### config.mk
export PLATFORM = sky130hd
export DESIGN_NAME = regfile_op_sequencer
export DESIGN_NICKNAME = d
export VERILOG_FILES = /design/src/rtl/regfile_ctrl_pkg.sv /design/src/rtl/regfile_alu.sv /design/src/rtl/regfile_op_sequencer.sv
export SDC_FILE = /design/constraint.sdc
export NUM_CORES = 1
export LEC_CHECK = 0
export ABC_AREA = 1
export CORE_ASPECT_RATIO = 0.9
export CORE_MARGIN = 4
export CORE_UTILIZATION = 35
export DETAILED_ROUTE_END_ITERATION = 6
export SLEW_MARGIN = 15
export SYNTH_ARGS = -nofsm -noshare
export SYNTH_HDL_FRONTEND = slang
export SYNTH_SLANG_ARGS = --single-unit
### constraint.sdc
create_clock -name i_clk -period 2.8 [get_ports i_clk]
set_input_delay 0.84 -clock i_clk [delete_from_list [all_inputs] [get_ports i_clk]]
set_output_delay 0.84 -clock i_clk [all_outputs]
set_load 0.03 [all_outputs]
### src/rtl/regfile_ctrl_pkg.sv
// regfile_ctrl_pkg: shared widths, opcode and state encodings for the register-file sequencer
package regfile_ctrl_pkg;
  localparam int DW = 16;
  localparam int AW = 2;
  typedef enum logic [2:0] {
    OP_ADD, OP_SUB, OP_AND, OP_OR, OP_XOR, OP_LDI, OP_SWAP, OP_RSV
  } op_e;
  typedef enum logic [1:0] {S_IDLE, S_READ, S_EXEC, S_WB} state_e;
endpackage

### src/rtl/regfile_alu.sv
// regfile_alu: combinational ALU producing {carry/borrow, result}
module regfile_alu
  import regfile_ctrl_pkg::*;
(
  input  op_e           i_op,
  input  logic [DW-1:0] i_opa,
  input  logic [DW-1:0] i_opb,
  output logic [DW:0]   o_res
);
  assign o_res = i_op == OP_ADD ? {1'b0, i_opa} + {1'b0, i_opb} :
                 i_op == OP_SUB ? {1'b0, i_opa} - {1'b0, i_opb} :
                 i_op == OP_AND ? {1'b0, i_opa & i_opb} :
                 i_op == OP_OR  ? {1'b0, i_opa | i_opb} :
                 i_op == OP_XOR ? {1'b0, i_opa ^ i_opb} : '0;
endmodule

### src/rtl/regfile_op_sequencer.sv
// regfile_op_sequencer: IDLE->READ->EXEC->WB command sequencer driving a 2R/2W register file
module regfile_op_sequencer
  import regfile_ctrl_pkg::*;
(
  input  logic          i_clk,
  input  logic          i_rst_n,
  input  logic          i_cmd_valid,
  output logic          o_cmd_ready,
  input  logic [2:0]    i_cmd_op,
  input  logic [AW-1:0] i_cmd_ra,
  input  logic [AW-1:0] i_cmd_rb,
  input  logic [AW-1:0] i_cmd_rd,
  input  logic [DW-1:0] i_cmd_imm,
  output logic          o_done,
  output logic          o_err,
  output logic [DW-1:0] o_result,
  output logic          o_flag_z,
  output logic          o_flag_c,
  output logic [AW-1:0] o_raa,
  output logic [AW-1:0] o_rab,
  output logic          o_rea,
  output logic          o_reb,
  input  logic [DW-1:0] i_rda,
  input  logic [DW-1:0] i_rdb,
  output logic [AW-1:0] o_wa1,
  output logic [AW-1:0] o_wa2,
  output logic [DW-1:0] o_wd1,
  output logic [DW-1:0] o_wd2,
  output logic          o_we1,
  output logic          o_we2
);
  state_e        r_state, w_next;
  op_e           r_op, w_op;
  logic [AW-1:0] r_ra, r_rb, r_rd;
  logic [DW-1:0] r_imm, r_opa, r_opb, r_res, r_result;
  logic          r_z, r_c, r_errp;
  logic [DW:0]   w_alu;
  logic          w_accept, w_wb, w_swap;
  assign w_op        = op_e'(i_cmd_op);
  assign o_cmd_ready = r_state == S_IDLE && !r_errp;
  assign w_accept    = o_cmd_ready && i_cmd_valid;
  assign w_wb        = r_state == S_WB;
  assign w_swap      = r_op == OP_SWAP;
  always_ff @(posedge i_clk or negedge i_rst_n)
    if (!i_rst_n) r_state <= S_IDLE;
    else          r_state <= w_next;
  always_comb begin
    w_next = r_state;
    unique case (r_state)
      S_IDLE: if (w_accept) w_next = w_op == OP_LDI ? S_WB : w_op == OP_RSV ? S_IDLE : S_READ;
      S_READ: w_next = S_EXEC;
      S_EXEC: w_next = S_WB;
      S_WB:   w_next = S_IDLE;
    endcase
  end
  regfile_alu u_alu (.i_op(r_op), .i_opa(r_opa), .i_opb(r_opb), .o_res(w_alu));
  always_ff @(posedge i_clk or negedge i_rst_n)
    if (!i_rst_n) begin
      r_op     <= OP_ADD;
      r_ra     <= '0;
      r_rb     <= '0;
      r_rd     <= '0;
      r_imm    <= '0;
      r_opa    <= '0;
      r_opb    <= '0;
      r_res    <= '0;
      r_result <= '0;
      r_z      <= 1'b0;
      r_c      <= 1'b0;
      r_errp   <= 1'b0;
    end else begin
      r_errp <= w_accept && w_op == OP_RSV;
      if (w_accept) begin
        r_op  <= w_op;
        r_ra  <= i_cmd_ra;
        r_rb  <= i_cmd_rb;
        r_rd  <= i_cmd_rd;
        r_imm <= i_cmd_imm;
      end
      if (r_state == S_READ) begin
        r_opa <= i_rda;
        r_opb <= i_rdb;
      end
      if (r_state == S_EXEC && r_op <= OP_XOR) begin
        r_res <= w_alu[DW-1:0];
        r_z   <= w_alu[DW-1:0] == '0;
        r_c   <= w_alu[DW];
      end
      if (w_wb) r_result <= o_wd1;
    end
  // Register-file pins are decoded from state so an async reset drops them at once
  assign o_rea    = r_state == S_READ;
  assign o_reb    = o_rea;
  assign o_raa    = o_rea ? r_ra : '0;
  assign o_rab    = o_rea ? r_rb : '0;
  assign o_we1    = w_wb;
  assign o_wa1    = !w_wb ? '0 : w_swap ? r_ra : r_rd;
  assign o_wd1    = !w_wb ? '0 : w_swap ? r_opb : r_op == OP_LDI ? r_imm : r_res;
  assign o_we2    = w_wb && w_swap && r_ra != r_rb;
  assign o_wa2    = o_we2 ? r_rb : '0;
  assign o_wd2    = o_we2 ? r_opa : '0;
  assign o_done   = w_wb || r_errp;
  assign o_err    = r_errp;
  assign o_result = r_result;
  assign o_flag_z = r_z;
  assign o_flag_c = r_c;
endmodule

**Yosys cells after proc, flatten, opt, wreduce, memory -nomap -nowiden**

Index checks and enable logic that the tools add are counted.

- Flip-flop bits (word level): 94
- Bits of input ports: 60
- Output and inout bits: 65

- $add $sub $neg: 2
- Order comparisons: 1
- Equal/unequal tests: 13
- Mux-type cells: 18
- Bitwise gates (word level): 3
- Reductions and logical operators: 11

Operator list:

| kind | count |
|---|---|
| $mux 16 | 5 |
| $mux 17 | 4 |
| $add 16x16->17 | 1 |
| $sub 16x16->17 | 1 |
| $and 16x16->16 | 1 |
| $logic_not 16->1 | 1 |
| $or 16x16->16 | 1 |
| $xor 16x16->16 | 1 |
| $eq 3x3->1 const B | 5 |
| $mux 2 | 7 |
| $pmux 2 s4 | 1 |
| $eq 3x2->1 const B | 2 |
| $logic_and 1x1->1 | 6 |
| $eq 2x2->1 const B | 2 |
| $eq 3x1->1 const B | 1 |
| $le 3x3->1 const B | 1 |
| $logic_not 3->1 | 1 |
| $eq 2x1->1 const B | 1 |
| $logic_not 2->1 | 1 |
| $ne 2x2->1 | 1 |
| $ne 2x2->1 const B | 1 |
| $logic_not 1->1 | 1 |
| $logic_or 1x1->1 | 1 |
| $mux 1 | 1 |

**Logic depth before layout (Yosys ltp)**

Gate-level depths: netlist of run 1.

- Word-level depth: 7
- Depth in mapped cells: 20
- Mapped depth without buffers: 19

**Cells and area by module**

A second synthesis of run 1 with hierarchy kept.

- Cell total of the unflattened synthesis: 1060
- Area total of the unflattened synthesis: 7106.8 µm²

Modules (own cells, without submodules):

| module | instances | cells each | area each (µm²) | seq. area each (µm²) |
|---|---|---|---|---|
| regfile_op_sequencer | 1 | 560 | 4488.1 | 2352.3 |
| regfile_alu | 1 | 500 | 2618.8 | 0.0 |

**Worst setup path after synthesis of run 1**

OpenSTA, ideal clock, no wires.

- Path kind: register -> output
- From: register r_op[1]
- To: output o_wd2[10]
- Arrival: 1938 ps
- Required time: 1960 ps
- Path slack: 22 ps
- Stages on the path, launching flop included: 7
- Path buffers: 1
- Path through: dfrtp_1 inv_4 nor3_4 and3_1 inv_2 buf_2 nor2_1

- Cells in the longest elaborated chain, start to end: 4

Ends and longest elaborated chain:

| what | line | text |
|---|---|---|
| start, declared | regfile_op_sequencer.sv:33 | `op_e r_op, w_op;` |
| start signal, assigned | regfile_op_sequencer.sv:74 | `r_op <= w_op;` |
| $eq 3x3->1 | regfile_op_sequencer.sv:43 | `assign w_swap = r_op == OP_SWAP;` |
| $logic_and 1x1->1 (2 in a row) | regfile_op_sequencer.sv:99 | `assign o_we2 = w_wb && w_swap && r_ra != r_rb;` |
| net o_we2 | regfile_op_sequencer.sv:30 | `output logic o_we2` |
| $mux 16 | regfile_op_sequencer.sv:101 | `assign o_wd2 = o_we2 ? r_opa : '0;` |
| end, declared | regfile_op_sequencer.sv:28 | `output logic [DW-1:0] o_wd2,` |

The timed path passes the listed nets, and every way through them passes these cells.

**Final worst setup path of run 1**

- From: register r_op[0]
- To: output o_wd1[0]

- Cells in the longest elaborated chain, start to end: 4

Ends and longest elaborated chain:

| what | line | text |
|---|---|---|
| $eq 3x3->1 | regfile_op_sequencer.sv:98 | `assign o_wd1 = !w_wb ? '0 : w_swap ? r_opb : r_op == OP_LDI ? r_imm : r_res;` |
| $mux 16 | regfile_op_sequencer.sv:98 |  |
| $mux 16 (*) (2 in a row) | regfile_op_sequencer.sv:98 |  |
| end, declared | regfile_op_sequencer.sv:27 | `output logic [DW-1:0] o_wd1,` |

Mark *: on every way between the ends. The rest lies on a longest branch, timed or not.

==> tab_implementation.tex, run 1 <==
\begin{tabular}{lr}
\hline
Metric & Value \\
\hline
\multicolumn{2}{l}{\textbf{Synth}} \\
Multiplexer area fraction after synthesis & 0.00975 \\
Mapped Area & 6930 µm² \\
\#FFs+latches synth & 94 \\
Area contributors post-synth & sky130\_fd\_sc\_hd\_\_dfrtp\_1 (34\%), sky130\_fd\_sc\_hd\_\_nand2\_1 (18\%), sky130\_fd\_sc\_hd\_\_ha\_1 (9.6\%) \\
Mapped Avg Cell Area & 6.72 µm² \\
Number of different library cells in the post-synthesis netlist & 37 \\
Post-synthesis sequential area ratio & 0.339 \\
Cell type with the largest total area after synthesis & sky130\_fd\_sc\_hd\_\_dfrtp\_1 \\
Async SR Flop Fraction & 1.00 \\
Post-synthesis simple-gate area fraction & 0.304 \\
Xor and xnor fraction of the mapped netlist area & 0.00253 \\
Most instantiated cells after synthesis & sky130\_fd\_sc\_hd\_\_nand2\_1 (326), sky130\_fd\_sc\_hd\_\_inv\_1 (148), sky130\_fd\_sc\_hd\_\_dfrtp\_1 (94), sky130\_fd\_sc\_hd\_\_nor2\_1 (88), sky130\_fd\_sc\_hd\_\_o21ai\_0 (86) \\
Warnings, synthesis & 0 \\
Largest family of logic cells by synthesized area & simple AND/OR/NAND/NOR gates \\
Area share of the largest cell type after synthesis & 0.339 \\
Synth Area in Compound Gates & 0.126 \\
Number of enable-type register cells in the synthesized netlist & 0 \\
Post-Synth Adder-Cell Area & 0.101 \\
Synth Instances & 1032 \\
Most used flip-flop cell after synthesis & sky130\_fd\_sc\_hd\_\_dfrtp\_1 \\
Net Count, Synth & 1147 \\
Top-count cell post-synth & sky130\_fd\_sc\_hd\_\_nand2\_1 \\
\multicolumn{2}{l}{\textbf{Floorplanning}} \\
Die Height & 141 µm \\
Die X-Extent & 156 µm \\
Area enclosed by the die boundary & 22100 µm² \\
Area of the core & 19300 µm² \\
Initial Util & 0.358 \\
Number of primary I/O pins & 125 \\
Number of rows created at floorplan & 48 \\
\multicolumn{2}{l}{\textbf{Worst setup path}} \\
Signal arrival time at the worst endpoint & 1.87 ns \\
Crit Path Max Fanout & 26 \\
Required time worst endpoint & 1.96 ns \\
Worst r2r dst & o\_flag\_z\$\_DFFE\_PN0P\_ \\
Standard cell with the maximum stage delay on the critical path & sky130\_fd\_sc\_hd\_\_dfrtp\_2 \\
Reg2reg path depth & 15 \\
Worst path max stage delay & 0.47 ns \\
Ordered list of cells on the worst path & nand3\_2, buf\_12, mux2\_2, o21ai\_2, inv\_1, buf\_4 \\
Worst setup EP type & primary output \\
Kind of start point of the critical path & register \\
Reg-to-reg startpoint & r\_opb[4]\$\_DFFE\_PN0P\_ \\
Kind of critical path & reg2out \\
Reg2reg setup slack & 0.24 ns \\
\multicolumn{2}{l}{\textbf{Timing}} \\
Max Clk Rate & 368 MHz \\
Post-layout min period & 2.71 ns \\
Max Slew Vio Count & 0 \\
Slew @ Worst Pin & 0.640 ns \\
Smallest hold slack & 0.477 ns \\
Number of endpoints failing setup at the final stage & 0 \\
Max transition margin & 0.573 \\
Final cycle utilization of the critical path & 0.969 \\
RSZ-0062 raised after global routing & true \\
Count of endpoints failing hold in the final timing report & 0 \\
Final clock skew & 0.0138 ns \\
\multicolumn{2}{l}{\textbf{Clocking}} \\
TritonCTS Sinks & 94 \\
Clock tree from TritonCTS & done \\
Num CTS Buffers & 9 \\
Buffer cell driving the clock tree root & sky130\_fd\_sc\_hd\_\_clkbuf\_16 \\
Total number of H-tree levels & 3 \\
CTS clock-pin slew for the worst setup and hold paths & 0.08 ns \\
Clock latency reported for the late side of the worst-skew pair & 0.36 ns \\
Buffers inserted during post-CTS setup optimization & 0 \\
Clock Path Buffers & 2 \\
Post\_cts resized & 10 \\
Number of hold-repair buffers added at the cts stage & 0 \\
\multicolumn{2}{l}{\textbf{Status}} \\
Run status & finished clean \\
\multicolumn{2}{l}{\textbf{GRT}} \\
Total congestion overflow after global routing & 0 \\
GR Util met1 & 0.294 \\
Number of global-route vias before repair & 6721 \\
Antenna violations before repair & 0 \\
First-pass GRT wire length & 36.0 mm \\
Met3 demand-to-capacity share in global routing & 0.0445 \\
Global-route met2 utilization & 0.316 \\
Tot GR Track Use & 0.205 \\
Global-route layer with the greatest usage & met2 \\
Pin count of the biggest net entering global routing & 45 \\
\multicolumn{2}{l}{\textbf{Min path}} \\
Worst Hold End & r\_rd[1]\$\_DFFE\_PN0P\_ \\
Hold\_sp & r\_rd[1]\$\_DFFE\_PN0P\_ \\
Count of cells along the worst hold path & 2 \\
Path class of the lowest-slack min-delay path & reg2reg \\
\multicolumn{2}{l}{\textbf{Pwr}} \\
Maximum vdd drop & 0.634 mV \\
Overall Power & 11.7 mW \\
Share of total power consumed by net switching & 0.542 \\
Reg power frac & 0.206 \\
Clock network fraction of total power & 0.104 \\
Cell Pwr Density & 1310 nW/µm² \\
Net switching power & 6.31 mW \\
Static power due to leakage & 4.75 nW \\
Combinational share of power & 0.690 \\
Cell Int Power & 5.34 mW \\
\multicolumn{2}{l}{\textbf{Layout}} \\
Fill count & 2030 \\
Diodes inserted & 0 \\
Layout overhead on the synthesized area & 27.9\% \\
Final \#Nets & 1268 \\
Fraction of final layout cells sized beyond drive strength 1 & 0.107 \\
\multicolumn{2}{l}{\textbf{Detailed routing}} \\
Vias & 6923 \\
Routed Antenna Nets & 0 \\
Via density & 4.92 \\
Routed wire length per instance & 16.0 µm \\
\# DRC & 0 \\
Number of detailed-routing iterations run before antenna repair & 6 \\
Iteration-0 DRC Markers & 602 \\
Overall routed net length & 22.4 mm \\
\multicolumn{2}{l}{\textbf{Place}} \\
Post-detailed-placement half-perimeter wirelength & 17.6 mm \\
Final GP Congestion & 0.972 \\
Number of input and output port buffers inserted & 124 \\
\multicolumn{2}{l}{\textbf{Run}} \\
Max-cap viol count & 0 \\
\hline
\end{tabular}
==> worst max-delay path by stage <==
| stage | start | to | slack (ns) | cells past startpoint |
|---|---|---|---|---|
| after floorplan | r_op[1]$_DFFE_PN0P_ | o_wd2[10] | 0.02 | 6 |
| after global routing | r_op[2]$_DFFE_PN0P_ | o_wd1[3] | -0.04 | 7 |
| after detailed placement | r_op[0]$_DFFE_PN0P_ | o_wd1[15] | 0.30 | 6 |
| final | r_op[0]$_DFFE_PN0P_ | o_wd1[0] | 0.09 | 6 |
| after CTS | r_state[0]$_DFFE_PN0P_ | o_cmd_ready | 0.006 | 5 |
| after global placement | r_opb[4]$_DFFE_PN0P_ | o_flag_z$_DFFE_PN0P_ | 0.30 | 15 |
==> placed cells by master (no fill, tap or decap), drive strengths merged, types with 3 or more instances in the layout <==
cell type	instances
dlygate4sd2	5
a31oi	3
nor2	90
nand4	8
clkdlybuf4s50	78
nand3	75
inv	157
mux2	6
nand2	328
nor3	6
buf	67
o21ai	88
dlymetal6s2s	3
ha	53
clkbuf	11
a21oi	56
o22ai	11
dfrtp	94
==> through the flow <==
stage | std cells | setup slack (ns) | TNS, ns | cell area [µm²] | utilization
6_report | 1407 | 0.0863 | 0 | 8860 | 0.458
5_1_grt | 1407 | -0.0382 | -0.152 | 8860 | 0.458
4_1_cts | 1407 | 0.00612 | 0 | 8790 | 0.455
3_5_place_dp | 1392 | 0.300 | 0 | 8510 | 0.440
3_3_place_gp | 1392 | 0.299 | 0 | 8510 | 0.440
2_1_floorplan | 1032 | 0.0220 | 0 | 6930 | -
==> logic make-up (layout without fill, tap and decap cells) <==
logic type	count (synthesis)	in the layout
buf+inv	198	323
fa+ha+maj	55	55
compound gates	165	165
mux	6	6
flops	94	94
xor+xnor	2	2
simple gates	512	512
==> layout make-up <==
cell class	count	area, µm²	area share
Multi-Input combinational cell	740	3830	0.432
Sequential cell	94	2350	0.265
Timing Repair Buffer	153	1500	0.169
Inverter	155	589	0.0665
Tap cell	250	313	0.0353
Clock buffer	11	253	0.0285
Clock inverter	4	30.0	0.00339
==> power groups by stage <==
stage	clock network (mW)	registers (mW)	logic, mW
floorplan	0	2.54	5.31
global placement	0	2.41	7.92
detailed placement	0	2.42	7.92
CTS	1.25	2.40	7.94
global route	1.30	2.49	9.02
finish	1.21	2.40	8.04
==> sequential cells by signal, summed over array words and instances (netlist names) <==
| name | flops |
|---|---|
| r_ra | 2 |
| r_imm | 16 |
| r_opb | 16 |
| o_flag_c | 1 |
| o_err | 1 |
| r_rd | 2 |
| o_result | 16 |
| r_res | 16 |
| r_opa | 16 |
| r_op | 3 |
| r_state | 2 |
| o_flag_z | 1 |
| r_rb | 2 |
==> per-layer routing <==
metal,vias up,share of wire
met5,-,0
li1,3480,-
met3,28,0.074
met4,0,0.017
met2,275,0.45
met1,3140,0.46
==> worst max-delay path, delay by kind of cell, from the launching register on <==
kind            cells  cell delay, ns
flops               1            0.47
buf+inv             3            0.39
mux                 1            0.36
compound gates      1            0.17
simple gates        1            0.12
(Power assumes the default switching activity.)
==> run 2, diff against run 1 <==
==> constraint.sdc (replaced) <==
create_clock -name i_clk -period 3 [get_ports i_clk]
set_input_delay 0.9 -clock i_clk [delete_from_list [all_inputs] [get_ports i_clk]]
set_output_delay 0.9 -clock i_clk [all_outputs]
set_load 0.03 [all_outputs]
==> run 2 against run 1 <==
Global-route usage fell by 0.72 points. Worst setup slack improved by 0.026 ns. Sequential power fell by 5%. Power fell by 7.9%. Critical path depth rose by 1. Cell count fell by 0.92%. Critical endpoint unchanged. Highest routed layer unchanged.
==> tab_implementation.tex, run 2 (synthesized netlist as in run 1, its figures left out) <==
\begin{tabular}{lr}
\hline
Metric & Value \\
\hline
\multicolumn{2}{l}{\textbf{Clocking}} \\
Buffer cell driving the clock tree root & sky130\_fd\_sc\_hd\_\_clkbuf\_16 \\
Number of hold-repair buffers added at the cts stage & 0 (unchanged) \\
CTS clock-pin slew for the worst setup and hold paths & 0.07 ns (about the same) \\
TritonCTS Sinks & 94 (unchanged) \\
Total number of H-tree levels & 3 (unchanged) \\
Clock Path Buffers & 2 (unchanged) \\
Clock tree from TritonCTS & done \\
Num CTS Buffers & 9 (unchanged) \\
Clock latency reported for the late side of the worst-skew pair & 0.35 ns (about the same) \\
\multicolumn{2}{l}{\textbf{Place}} \\
Number of input and output port buffers inserted & 124 (unchanged) \\
Final GP Congestion & 0.921 (-5.2\%) \\
Placed insts & 1378 (-1.0\%) \\
Post-detailed-placement half-perimeter wirelength & 17.0 mm (-3.2\%) \\
Setup Slack @ Placement & 0.383 ns (+0.0832 ns) \\
\multicolumn{2}{l}{\textbf{Pwr}} \\
Clock network fraction of total power & 0.114 (+0.010) \\
Static power due to leakage & 4.63 nW (-2.4\%) \\
Net switching power & 5.79 mW (-8.3\%) \\
Combinational share of power & 0.674 (-0.016) \\
Maximum vdd drop & 0.632 mV (-0.30\%) \\
Cell Pwr Density & 1230 nW/µm² (-6.1\%) \\
Share of total power consumed by net switching & 0.539 (-0.00237) \\
Cell Int Power & 4.94 mW (-7.4\%) \\
Reg power frac & 0.212 (+0.006) \\
\multicolumn{2}{l}{\textbf{Worst setup path}} \\
Family of cells with the greatest summed delay on the critical path & buffers and inverters \\
Kind of critical path & reg2out \\
Ordered list of cells on the worst path & inv\_4, nand3\_2, buf\_12, mux2\_2, o21ai\_0, inv\_1, buf\_4 \\
Reg2reg setup slack & 0.46 ns (+0.22 ns) \\
Buffer and inverter count on the worst path & 4 (+1) \\
Worst path max stage delay & 0.47 ns (about the same) \\
Required time worst endpoint & 2.10 ns (+0.14 ns) \\
Signal arrival time at the worst endpoint & 1.99 ns (+0.12 ns) \\
Kind of start point of the critical path & register \\
Worst setup EP type & primary output \\
Crit Path Max Fanout & 26 (unchanged) \\
Standard cell with the maximum stage delay on the critical path & sky130\_fd\_sc\_hd\_\_dfrtp\_2 \\
\multicolumn{2}{l}{\textbf{Layout}} \\
Diodes inserted & 0 (unchanged) \\
Fraction of final layout cells sized beyond drive strength 1 & 0.0839 (-0.0233) \\
Fill count & 2043 (+0.64\%) \\
Final \#Nets & 1254 (-1.1\%) \\
Commonest non-fill, non-tap cells in the layout & sky130\_fd\_sc\_hd\_\_nand2\_1 (326), sky130\_fd\_sc\_hd\_\_inv\_1 (148), sky130\_fd\_sc\_hd\_\_dfrtp\_1 (92) \\
Final standard cell utilization of the core & 0.450 (-0.00848) \\
Most common library cell in the layout ignoring fill and taps & sky130\_fd\_sc\_hd\_\_nand2\_1 \\
Layout overhead on the synthesized area & 25.5\% \\
Post-Layout Cell Count & 1394 (-0.92\%) \\
\multicolumn{2}{l}{\textbf{Detailed routing}} \\
Via density & 4.87 (-0.98\%) \\
Number of detailed-routing iterations run before antenna repair & 5 (-1) \\
Overall routed net length & 21.9 mm (-2.4\%) \\
Vias & 6792 (-1.9\%) \\
Iteration-0 DRC Markers & 501 (-17\%) \\
Routed wire length per instance & 15.7 µm (-1.5\%) \\
\# DRC & 0 (unchanged) \\
Routed Antenna Nets & 0 (unchanged) \\
\multicolumn{2}{l}{\textbf{Min path}} \\
Path class of the lowest-slack min-delay path & reg2reg \\
\multicolumn{2}{l}{\textbf{Timing}} \\
Max Clk Rate & 346 MHz \\
Max transition margin & 0.530 (-0.0429) \\
Max Slew Vio Count & 0 (unchanged) \\
Number of endpoints failing setup at the final stage & 0 (unchanged) \\
Final setup slack of the worst path & 0.112 ns (+0.0256 ns) \\
Accumulated negative setup slack & 0 ns (unchanged) \\
Post-layout min period & 2.89 ns \\
RSZ-0062 raised after global routing & false \\
Slew @ Worst Pin & 0.704 ns (+0.0644 ns) \\
Count of endpoints failing hold in the final timing report & 0 (unchanged) \\
Final clock skew & 0.00650 ns (-0.00734 ns) \\
Final cycle utilization of the critical path & 0.963 \\
Smallest hold slack & 0.475 ns (-0.00223 ns) \\
\multicolumn{2}{l}{\textbf{Floorplanning}} \\
Die X-Extent & 156 µm (unchanged) \\
Area of the core & 19300 µm² (unchanged) \\
Die Height & 141 µm (unchanged) \\
Area enclosed by the die boundary & 22100 µm² (unchanged) \\
Initial Util & 0.358 (unchanged) \\
Number of rows created at floorplan & 48 (unchanged) \\
Number of primary I/O pins & 125 (unchanged) \\
\multicolumn{2}{l}{\textbf{GRT}} \\
Total congestion overflow after global routing & 0 (unchanged) \\
First-pass GRT wire length & 35.1 mm (-2.4\%) \\
Number of global-route vias before repair & 6675 (-0.68\%) \\
Pin count of the biggest net entering global routing & 65 (+44\%) \\
Antenna violations before repair & 0 (unchanged) \\
Tot GR Track Use & 0.198 (-0.00715) \\
\multicolumn{2}{l}{\textbf{Status}} \\
Run status & finished clean \\
\multicolumn{2}{l}{\textbf{Run}} \\
Max-cap viol count & 0 (unchanged) \\
\hline
\end{tabular}
## run 2: metal layers
metal | global-route usage | vias up | wire length, µm
met5 | 0 | - | 0
met4 | 0.0594 | 0 | 528
met3 | 0.0409 | 36 | 1300
met2 | 0.310 | 224 | 9730
met1 | 0.277 | 3086 | 10300
li1 | - | 3446 | -
## run 2: worst register-to-register path: cells and delay by family, from the launching register on
family	cells	cell delay, ns
fa+ha+maj	2	0.65
compound gates	1	0.07
flops	1	0.37
simple gates	11	1.16
buf+inv	2	0.23
## run 2: final cells by class
class / count / area [µm²] / share of cell area
Tap cell: 250 / 313 / 0.0360
Clock buffer: 12 / 256 / 0.0295
Clock inverter: 4 / 52.6 / 0.00604
Multi-Input combinational cell: 740 / 3770 / 0.434
Inverter: 155 / 584 / 0.0672
Timing Repair Buffer: 139 / 1370 / 0.157
Sequential cell: 94 / 2350 / 0.271
## run 2: power by group through the flow
stage               registers (mW)  clock network [mW]  logic, mW
global placement              2.28                   0       7.15
floorplan                     2.37                   0       4.95
global route                  2.35                1.30       8.15
CTS                           2.27                1.25       7.21
detailed placement            2.29                   0       7.16
finish                        2.28                1.22       7.23
## run 2: final timing paths
kind,from,to,depth (start not counted)
max,r_op[1]$_DFFE_PN0P_,o_wd1[0],7
min,r_rd[1]$_DFFE_PN0P_,r_rd[1]$_DFFE_PN0P_,2
max reg2reg,r_opb[0]$_DFFE_PN0P_,o_flag_z$_DFFE_PN0P_,16
min reg2reg,r_rd[1]$_DFFE_PN0P_,r_rd[1]$_DFFE_PN0P_,2
max in group asynchronous,i_rst_n,r_op[2]$_DFFE_PN0P_,2
min in group asynchronous,i_rst_n,r_opb[12]$_DFFE_PN0P_,1
## run 2: timing repair
action                                  4_1_cts  5_1_grt
cloned                                        0        0
endpoints found under the setup margin        3       25
setup buffers                                 0        0
resized for setup                             1        5
## run 2: through the flow
step	power, mW	area [µm²]
global route	11.8	8700
detailed placement	9.45	8380
CTS	10.7	8690
floorplan	7.32	6930
finish	10.7	8700
global placement	9.43	8380
==> run 3, diff against run 2 <==
--- a/config.mk
+++ b/config.mk
@@ -6,6 +6,7 @@
 export NUM_CORES = 1
 export LEC_CHECK = 0
 export ABC_AREA = 1
+export CAP_MARGIN = 25
 export CORE_ASPECT_RATIO = 0.9
 export CORE_MARGIN = 4
 export CORE_UTILIZATION = 35
==> results of run 3 <==
No change in the layout: final DEF, timing and power equal those of run 2.
